===== src/rtl/mas_mul_acc.sv =====
// mas_mul_acc: signed accumulator for a stream of 64-bit multiplier products.
// A group of len products is summed into an ACC_W-bit register. The result is
// then held with acc_vld until the downstream handshake completes.
// ovf is a sticky flag for signed overflow within the current group.
// ACC_W must be at least 64.
module mas_mul_acc #(
    parameter int ACC_W = 72,
    parameter int CNT_W = 8
) (
    input  logic             clk,
    input  logic             rstn,
    input  logic             clr,
    input  logic             prod_vld,
    input  logic [63:0]      prod,
    output logic             prod_rdy,
    input  logic [CNT_W-1:0] len,
    output logic             acc_vld,
    output logic [ACC_W-1:0] acc,
    output logic             ovf,
    input  logic             acc_rdy
);

    typedef enum logic [1:0] {
        S_IDLE,
        S_ACC,
        S_HOLD
    } state_t;

    state_t             r_state;
    state_t             w_state_nxt;
    logic               r_live;      // low during reset so prod_rdy stays 0
    logic [ACC_W-1:0]   r_acc;
    logic [CNT_W-1:0]   r_cnt;
    logic [CNT_W-1:0]   r_len;
    logic               r_ovf;

    logic               w_accept;
    logic [ACC_W-1:0]   w_prod_ext;
    logic [ACC_W-1:0]   w_sum;
    logic               w_add_ovf;
    logic [CNT_W-1:0]   w_len_eff;
    logic [CNT_W:0]     w_cnt_inc;   // one bit wider so the compare never wraps
    logic               w_last_acc;

    assign prod_rdy   = r_live && (r_state != S_HOLD);
    assign acc_vld    = (r_state == S_HOLD);
    assign acc        = r_acc;
    assign ovf        = r_ovf;

    assign w_accept   = prod_vld && prod_rdy && !clr;
    assign w_prod_ext = ACC_W'($signed(prod));
    assign w_sum      = r_acc + w_prod_ext;
    assign w_add_ovf  = (r_acc[ACC_W-1] == w_prod_ext[ACC_W-1]) &&
                        (w_sum[ACC_W-1] != r_acc[ACC_W-1]);
    assign w_len_eff  = (len == '0) ? CNT_W'(1) : len;
    assign w_cnt_inc  = {1'b0, r_cnt} + (CNT_W+1)'(1);
    assign w_last_acc = (w_cnt_inc == {1'b0, r_len});

    // State register.
    always_ff @(posedge clk or negedge rstn) begin
        if (!rstn) begin
            r_state <= S_IDLE;
        end else begin
            r_state <= w_state_nxt;
        end
    end

    // Next-state logic; clr overrides every other transition.
    always_comb begin
        w_state_nxt = r_state;
        case (r_state)
            S_IDLE: begin
                if (w_accept) begin
                    w_state_nxt = (w_len_eff == CNT_W'(1)) ? S_HOLD : S_ACC;
                end
            end
            S_ACC: begin
                if (w_accept && w_last_acc) begin
                    w_state_nxt = S_HOLD;
                end
            end
            S_HOLD: begin
                if (acc_rdy) begin
                    w_state_nxt = S_IDLE;
                end
            end
            default: w_state_nxt = S_IDLE;
        endcase
        if (clr) begin
            w_state_nxt = S_IDLE;
        end
    end

    // Accumulator, product counter, latched length and sticky overflow.
    always_ff @(posedge clk or negedge rstn) begin
        if (!rstn) begin
            r_live <= 1'b0;
            r_acc  <= '0;
            r_cnt  <= '0;
            r_len  <= '0;
            r_ovf  <= 1'b0;
        end else begin
            r_live <= 1'b1;
            if (clr) begin
                r_acc <= '0;
                r_cnt <= '0;
                r_ovf <= 1'b0;
            end else if (w_accept) begin
                if (r_state == S_IDLE) begin
                    r_acc <= w_prod_ext;
                    r_cnt <= CNT_W'(1);
                    r_len <= w_len_eff;
                    r_ovf <= 1'b0;
                end else begin
                    r_acc <= w_sum;
                    r_cnt <= w_cnt_inc[CNT_W-1:0];
                    r_ovf <= r_ovf || w_add_ovf;
                end
            end
        end
    end

endmodule


===== config.mk =====
export PLATFORM = sky130hd
export DESIGN_NAME = mas_mul_acc
export DESIGN_NICKNAME = d
export VERILOG_FILES = /design/src/rtl/mas_mul_acc.sv
export SDC_FILE = /design/constraint.sdc
export NUM_CORES = 1
export LEC_CHECK = 0
export BUFFER_PORTS_ARGS = -buffer_cell sky130_fd_sc_hd__buf_2
export CORE_MARGIN = 2
export CORE_UTILIZATION = 52
export CTS_CLUSTER_DIAMETER = 120
export CTS_CLUSTER_SIZE = 16
export DETAILED_ROUTE_END_ITERATION = 8
export GPL_ROUTABILITY_DRIVEN = 0
export PLACE_DENSITY_LB_ADDON = 0.25
export SLEW_MARGIN = 10
export SYNTH_ARGS = -nofsm -noshare
export SYNTH_HDL_FRONTEND = slang
export SYNTH_SLANG_ARGS = --single-unit

===== constraint.sdc =====
create_clock -name clk -period 2.9 [get_ports clk]
set_input_delay 0.725 -clock clk [delete_from_list [all_inputs] [get_ports clk]]
set_output_delay 0.725 -clock clk [all_outputs]
set_load 0.005 [all_outputs]

* Word level (Yosys, flattened, before mapping)
Cells that the tools add are included.
** Word-level totals
- Word-level logic and storage cells :: 47
- Input bits :: 77
- Output and inout port bits :: 75
- Flip-flop bits (word level) :: 92
** Cells by class
- $add $sub $neg :: 2
- Mux-type cells :: 16
- Eq/ne operators :: 10
- Reduce and logical (&&, ||, !) cells :: 12
- Bitwise gates (word level) :: 1
** Operators with widths (number)
- two-way mux 72 bit :: 3
- adder 72 bit :: 1
- two-way mux 8 bit :: 4
- two-way mux 2 bit :: 5
- adder 8 x 1 -> 9 bit (second input constant) :: 1
- equality test 9 x 8 -> 1 bit :: 1
- equality test 8 x 1 -> 1 bit (second input constant) :: 1
- zero test 8 bit :: 1
- inequality test 3 bit (second input constant) :: 2
- one-hot mux 2 bit (3 select lines) :: 1
- AND reduction 3 bit :: 2
- logical AND 1 bit :: 5
- two-way mux 1 bit :: 3
- inequality test 3 x 2 -> 1 bit (second input constant) :: 1
- equality test 2 x 1 -> 1 bit (second input constant) :: 1
- equality test 2 bit (second input constant) :: 1
- zero test 2 bit :: 1
- inequality test 2 bit (second input constant) :: 1
- nonzero test 2 bit :: 1
- equality test 1 bit :: 1
- zero test 1 bit :: 1
- logical OR 1 bit :: 1
- inequality test 1 bit :: 1
- inverter 1 bit :: 1

* Logic depth before layout (Yosys ltp)
Gate-level depths: netlist of run 1.
- Depth after elaboration :: 8
- Depth in mapped cells :: 12
- Mapped depth without buffers :: 12

* Worst setup path before layout of run 1
No wires, ideal clock.
- Kind :: in2reg
- Start point :: input port prod[0]
- End point :: register r_acc[70], in the netlist acc[70]
- Arrival time :: 3.262 ns
- Setup slack :: -0.456 ns
- Required time :: 2.806 ns
- Buffers on the path :: 0
- Stages on the path :: 12
- Path through :: ha_1 fa_1 a211oi_1 o21ai_1 nand3_1 a2111oi_0 o21ai_0 nand3_1 o31a_1 o2111ai_1 mux2_2 a221oi_2
** On the way
- Longest elaborated chain between the ends :: 4
** RTL lines
- start, declared :: line 14 : input logic [63:0] prod,
- adder 72 bit :: line 52 : assign w_sum = r_acc + w_prod_ext;
- two-way mux 72 bit :: line 109 : if (r_state == S_IDLE) begin
- two-way mux 72 bit :: line 108 : end else if (w_accept) begin
- two-way mux 72 bit :: line 104 : if (clr) begin
- end signal, assigned :: line 110 : r_acc <= w_prod_ext;
- end signal, assigned :: line 115 : r_acc <= w_sum;
- end, declared :: line 32 : logic [ACC_W-1:0] r_acc;
No other way between the ends. The select of a mux whose other input is x is not followed.
A chain may end at the register's enable or synchronous reset.

* Worst setup path in the final report of run 1
- Start point :: input port prod[7]
- End point :: register r_acc[70], in the netlist acc[70]
Same word-level chain as after synthesis.

==> impl_metrics.env, run 1 <==
export IMPL_hpwl_mm=21.7
export IMPL_p_seq_share_pct=30.6
export IMPL_synth_most_common_cell="nand2_1"
export IMPL_multiInputGateArea_um2=6880
export IMPL_post_route_min_period_ns=3.03
export IMPL_worstSkewPairLatency_ns=0.37
export IMPL_p_leak_uw=0.00619
export IMPL_die_h_um=132
export IMPL_synth_async_reset_ratio_pct=100
export IMPL_violations="negative setup slack"
export IMPL_layout_drive_gt1_share_pct=37.2
export IMPL_cp_end_kind="flip-flop"
export IMPL_core_area_um2=16000
export IMPL_fill_cells=1061
export IMPL_overflow=0
export IMPL_cp_arrival_ns=3.31
export IMPL_num_rows=46
export IMPL_timing_final_hold_violations=0
export IMPL_netlist_area_leader_share_pct=26.8
export IMPL_cp_start_kind="input port"
export IMPL_power_share_clock_pct=25.8
export IMPL_p_sw_uw=1840
export IMPL_synth_seq_area_share_pct=26.8
export IMPL_vias=10556
export IMPL_dp_cells=1633
export IMPL_syn_nets=1258
export IMPL_internal_power_uw=2970
export IMPL_cap_violations=0
export IMPL_grt_pass1_vias=9982
export IMPL_ys_top_cells_by_count="158 x nand2_1, 109 x a21oi_1, 95 x nor2_1, 94 x o21ai_0, 92 x dfrtp_1"
export IMPL_routed_wl_mm=32.7
export IMPL_stdcell_area_um2=12500
export IMPL_cp_max_fo=4
export IMPL_synth_edf_count=0
export IMPL_wire_per_inst_um=19.5
export IMPL_antenna_found_initial=1
export IMPL_syn_to_final_growth_pct=46.1
export IMPL_synthCells=1108
export IMPL_rsz0062_at_grt="yes"
export IMPL_finalPower_uw=4810
export IMPL_dieArea_um2=17500
export IMPL_final_setup_tns_ns=-0.834
export IMPL_cts_hold_buffers=0
export IMPL_max_freq_ghz=0.330
export IMPL_pwr_share_comb_pct=43.6
export IMPL_fin_ws_ns=-0.132
export IMPL_drtAntennaViolNets=0
export IMPL_synth_distinct_cells=66
export IMPL_worstMarginPinSlew_ns=0.836
export IMPL_hp_class="in -> async"
export IMPL_path_class="in -> reg"
export IMPL_grt_max_degree=54
export IMPL_outcome="complete, but fails checks"
export IMPL_ios=152
export IMPL_ys_ff_latch=92
export IMPL_slew_headroom_pct=44.0
export IMPL_fin_crit_sh_pct=105
export IMPL_cts_root_buffer="clkbuf_16"
export IMPL_htreeDepth=3
export IMPL_irDropWorstVdd_v=0.000300
export IMPL_yosys_area_top_type="dfrtp_1"
export IMPL_fin_skew_ns=0.0166
export IMPL_p_per_area_nw_per_um2=384
export IMPL_port_buffers=151
export IMPL_dr_first_iter_drc_count=1133
export IMPL_nNetsFinal=1603
export IMPL_switching_share_pct=38.2
export IMPL_drt_first_pass_iters=6
export IMPL_yosysWarnings=0
export IMPL_drc=0
export IMPL_critPathRequiredTime_ns=3.17
export IMPL_clockBufferDepth=2
export IMPL_placed_area_um2=11200
export IMPL_synthFlopType="dfrtp_1"
export IMPL_clock_sinks=92
export IMPL_start_util_pct=53.6
export IMPL_viasPerCell=6.30
export IMPL_setup_viol=13
export IMPL_cts_buffers=9
export IMPL_avgSynthCellArea_um2=7.74
export IMPL_seq_area_um2=2300
export IMPL_synthTopCellsByArea="dfrtp_1 27%, ha_1 11%, nand2_1 6.9%, a21oi_1 6.4%, o21ai_0 5.5%"
export IMPL_grt_pass1_wl_mm=48.6
export IMPL_netlist_area_um2=8570
export IMPL_drv_slew=0
export IMPL_cts_tree="built"
export IMPL_timing_hold_ws_ns=0.329
export IMPL_fp_dieW_um=132
export IMPL_path_clk_slew_ns=0.08
export IMPL_grt_use_total_pct=33.7
export IMPL_finalNonFillerCells=1676
## layer usage
metal	track usage [%]	vias up	wire [um]
met5	0	-	0
li1	-	4781	-
met3	6.02	110	3010
met4	14.9	0	1380
met2	55.1	606	15500
met1	43.8	5059	12900
## metrics by stage
stage          util [%]  worst slack, ns
2_1_floorplan         -           -0.319
3_3_place_gp       69.8           -0.535
3_5_place_dp       69.8           -0.588
4_1_cts            73.9          -0.0330
5_1_grt            78.3           -0.300
6_report           78.3           -0.132
## flip-flops by register name, summed over array words and instances, names as in the netlist
name     flops
acc         72
ovf          1
r_cnt        8
r_len        8
r_live       1
r_state      2
## logic make-up after synthesis
family,after synthesis,synth area share [%]
XOR/XNOR,71,7.25
AO/OA/AOI/OAI,397,29.9
adder cells (fa/ha/maj),73,10.7
other,1,0.0437
buffers and inverters,84,3.78
flip-flops,92,26.8
AND/OR/NAND/NOR,376,19.7
multiplexers,14,1.77
## power groups by stage
stage / Combinational [uW] / Sequential, uW / Clock [uW]
after global routing: 2260 / 1480 / 1310
after global placement: 1740 / 1480 / 0
after floorplan: 1000 / 1480 / 0
after detailed placement: 1780 / 1480 / 0
final: 2100 / 1470 / 1240
after CTS: 1850 / 1460 / 1260
## critical path: stages
cell,delay [ns]
buf_2,0.13
ha_4,0.26
a2111oi_2,0.38
buf_4,0.19
o21ai_2,0.07
nand3_4,0.14
a2111oi_4,0.08
o21ai_1,0.15
nand3_2,0.11
o31a_1,0.34
o2111ai_2,0.20
mux2_4,0.33
a221oi_2,0.18
## area by class of cell
cell class / instances / share of cell area (%)
Multi-Input combinational cell: 932 / 54.9
Timing Repair Buffer: 400 / 21.6
Sequential cell: 92 / 18.4
Tap cell: 216 / 2.16
Clock buffer: 9 / 1.80
Clock inverter: 7 / 0.569
Inverter: 18 / 0.539
Antenna cell: 2 / 0.0399
## layout by cell type (no fill, tap or decap), drive strengths merged, types with 3 or more instances in the layout
cell / count
a22o: 7
o31ai: 10
a22oi: 10
dfrtp: 92
xor2: 29
or2: 4
a41oi: 4
inv: 23
and4: 3
a21o: 44
nor2b: 6
nand4: 23
and2: 11
clkbuf: 9
or4: 4
or3: 4
mux2: 9
xnor2: 42
nand2: 158
a211o: 4
a221o: 3
nand3: 22
o21ai: 101
a211oi: 10
a311oi: 26
a31oi: 16
a21oi: 110
buf: 400
a221oi: 3
ha: 72
and3: 19
o21a: 5
nor3: 17
nor2: 95
mux2i: 5
o211ai: 11
nand2b: 6
o2111ai: 4
o21bai: 11
## final timing paths
path | from | to | slack [ns] | depth (start not counted)
max in group asynchronous | rstn | acc[58]$_DFFE_PN0P_ | 1.87 | 2
setup reg to reg | acc[1]$_DFFE_PN0P_ | acc[70]$_DFFE_PN0P_ | -0.11 | 12
setup / recovery | prod[7] | acc[70]$_DFFE_PN0P_ | -0.13 | 13
hold reg to reg | acc[63]$_DFFE_PN0P_ | acc[63]$_DFFE_PN0P_ | 0.53 | 2
hold / removal | rstn | acc[33]$_DFFE_PN0P_ | 0.33 | 1
min in group clk | acc[63]$_DFFE_PN0P_ | acc[63]$_DFFE_PN0P_ | 0.53 | 2
## repair_timing
item	in CTS	in global routing
gates resized for setup	45	105
buffers inserted	11	14
setup endpoints to repair	29	41
pin swaps	20	42
endpoints found under the hold margin	0	0
Power figures use the tool's default switching activity.
==> inputs of run 2 (changes only) <==
- CORE_ASPECT_RATIO: unset -> 2
==> impl_metrics.env, run 2 (synthesis gave the netlist of run 1 again) <==
export IMPL_outcome="complete, but fails checks"
export IMPL_violations="negative setup slack"
export IMPL_cp_end_kind="flip-flop"
export IMPL_grtUsageMet1_pct=35.7
export IMPL_worst_path_max_delay_cell="fa_2"
export IMPL_cts_root_buffer="clkbuf_16"
export IMPL_syn_to_final_growth_pct=46.3
export IMPL_die_h_um=186
export IMPL_met2_usage_pct=68.6
export IMPL_busiest_layer="met2"
export IMPL_fin_ws_ns=-0.147
export IMPL_irDropWorstVdd_v=0.000282
export IMPL_port_buffers=151
export IMPL_dr_first_iter_drc_count=585
export IMPL_placed_area_um2=11300
export IMPL_start_util_pct=53.0
export IMPL_critPathRequiredTime_ns=3.19
export IMPL_ff2ff_setup_slack_ns=-0.13
export IMPL_worstRegToRegCells=12
export IMPL_max_freq_ghz=0.328
export IMPL_clock_sinks=92
export IMPL_path_depth=13
export IMPL_path_clk_slew_ns=0.08
export IMPL_antenna_found_initial=3
export IMPL_num_rows=66
export IMPL_overflow=0
export IMPL_slew_headroom_pct=33.1
export IMPL_fp_dieW_um=94.8
export IMPL_drtAntennaViolNets=0
export IMPL_rsz0062_at_grt="yes"
export IMPL_cts_hold_buffers=0
export IMPL_worstSkewPairLatency_ns=0.38
export IMPL_worstMarginPinSlew_ns=0.995
export IMPL_fill_cells=1177
export IMPL_core_area_um2=16200
export IMPL_final_cell_mix="260 x buf_4, 151 x nand2_1, 146 x buf_2"
export IMPL_cp_arrival_ns=3.34
export IMPL_fin_skew_ns=0.0134
export IMPL_cap_violations=0
export IMPL_setup_viol=16
export IMPL_hp_class="in -> async"
export IMPL_grt_max_degree=57
export IMPL_cts_tree="built"
export IMPL_r2r_start="acc[0]$_DFFE_PN0P_"
export IMPL_nNetsFinal=1617
export IMPL_layout_drive_gt1_share_pct=38.1
export IMPL_post_route_min_period_ns=3.05
export IMPL_path_delay_family="compound AO/OA/AOI/OAI gates"
export IMPL_cp_start_kind="input port"
export IMPL_dieArea_um2=17600
export IMPL_largest_reg_flops=72
export IMPL_vias=10554
export IMPL_hpwl_mm=24.5
export IMPL_drc=0
export IMPL_htreeDepth=3
export IMPL_final_common_cell="buf_4"
export IMPL_drv_slew=0
export IMPL_multiInputGateArea_um2=6830
export IMPL_cts_buffers=9
export IMPL_path_buf_inv=1
export IMPL_finalPower_uw=4850
export IMPL_crit_path_max_incr_delay_ns=0.37
export IMPL_path_class="in -> reg"
export IMPL_fin_crit_sh_pct=105
export IMPL_grt_use_total_pct=38.1
export IMPL_routed_wl_mm=34.2
export IMPL_met3_usage_pct=8.58
export IMPL_seq_area_um2=2300
export IMPL_p_leak_uw=0.00624
export IMPL_viasPerCell=6.29
export IMPL_drt_first_pass_iters=5
export IMPL_stdcell_area_um2=12500
export IMPL_cp_cell_sequence="buf_8 > ha_4 > fa_2 > a211oi_4 > o21ai_4 > nand3_4 > a2111oi_4 > o21ai_1 > nand3_1 > o31a_1 > o2111ai_2 > mux2_4 > a221oi_2"
export IMPL_ios=152
export IMPL_clockBufferDepth=2
export IMPL_r2r_end="acc[70]$_DFFE_PN0P_"
export IMPL_grt_pass1_wl_mm=52.0
export IMPL_wire_per_inst_um=20.4
export IMPL_cp_max_fo=3
export IMPL_timing_final_hold_violations=0
export IMPL_grt_pass1_vias=10954
export IMPL_p_per_area_nw_per_um2=387
[run 2: cell count changes in the layout (fill, tap and decap cells not counted), moves of 3 or more]
cell	delta
o21ai_0	-3
xnor2_2	+4
buf_6	-5
nand2_2	+3
xnor2_1	-4
ha_2	+3
nor3_2	-4
ha_4	-4
o21ai_2	-4
buf_4	+15
o21ai_1	+6
buf_2	+4
[run 2: stage by stage]
step           setup WS, ns  hold WS (ns)  util [%]  TNS [ns]  cells
5_1_grt              -0.220         0.403      77.5     -3.36   1677
2_1_floorplan        -0.319         0.429         -     -1.55   1108
3_3_place_gp         -0.679         0.507      70.0    -21.72   1645
3_5_place_dp         -0.754         0.517      70.0    -24.78   1645
6_report             -0.147         0.356      77.5    -0.755   1679
4_1_cts              -0.109         0.389      73.8    -0.900   1669
[run 2: worst max-delay path by stage]
stage                                   start             endpoint  slack, ns
after floorplan                       prod[0]  acc[70]$_DFFE_PN0P_      -0.32
after global placement                prod[0]  acc[70]$_DFFE_PN0P_      -0.68
after detailed placement              prod[1]  acc[59]$_DFFE_PN0P_      -0.75
after CTS                 acc[32]$_DFFE_PN0P_      ovf$_DFFE_PN0P_      -0.11
after global routing                  prod[0]  acc[70]$_DFFE_PN0P_      -0.22
final                                 prod[0]  acc[70]$_DFFE_PN0P_      -0.15
[run 2: timing repair]
action | CTS | global route
endpoints found under the setup margin | 37 | 42
resized for setup | 47 | 102
pin swaps | 26 | 48
setup buffers | 8 | 8
[run 2: layer usage]
metal / part of all wire (%) / up-vias
met4: 8.8 / 0
met3: 6.5 / 222
met1: 32 / 4991
met2: 52 / 543
met5: 0 / -
li1: - / 4798
[run 2: layout make-up]
cell class                 instances  share of cell area, %
clock inverter                     7                  0.578
timing repair buffer             414                   22.2
sequential                        92                   18.4
inverter                          18                  0.539
antenna                            3                 0.0598
clock buffer                       9                   1.80
tap                              204                   2.03
multi-input combinational        932                   54.4
[run 2: power breakdown]
part / switching, uW / internal (uW)
clock: 654 / 612
combinational: 1120 / 995
sequential: 94.3 / 1380
total: 1870 / 2980
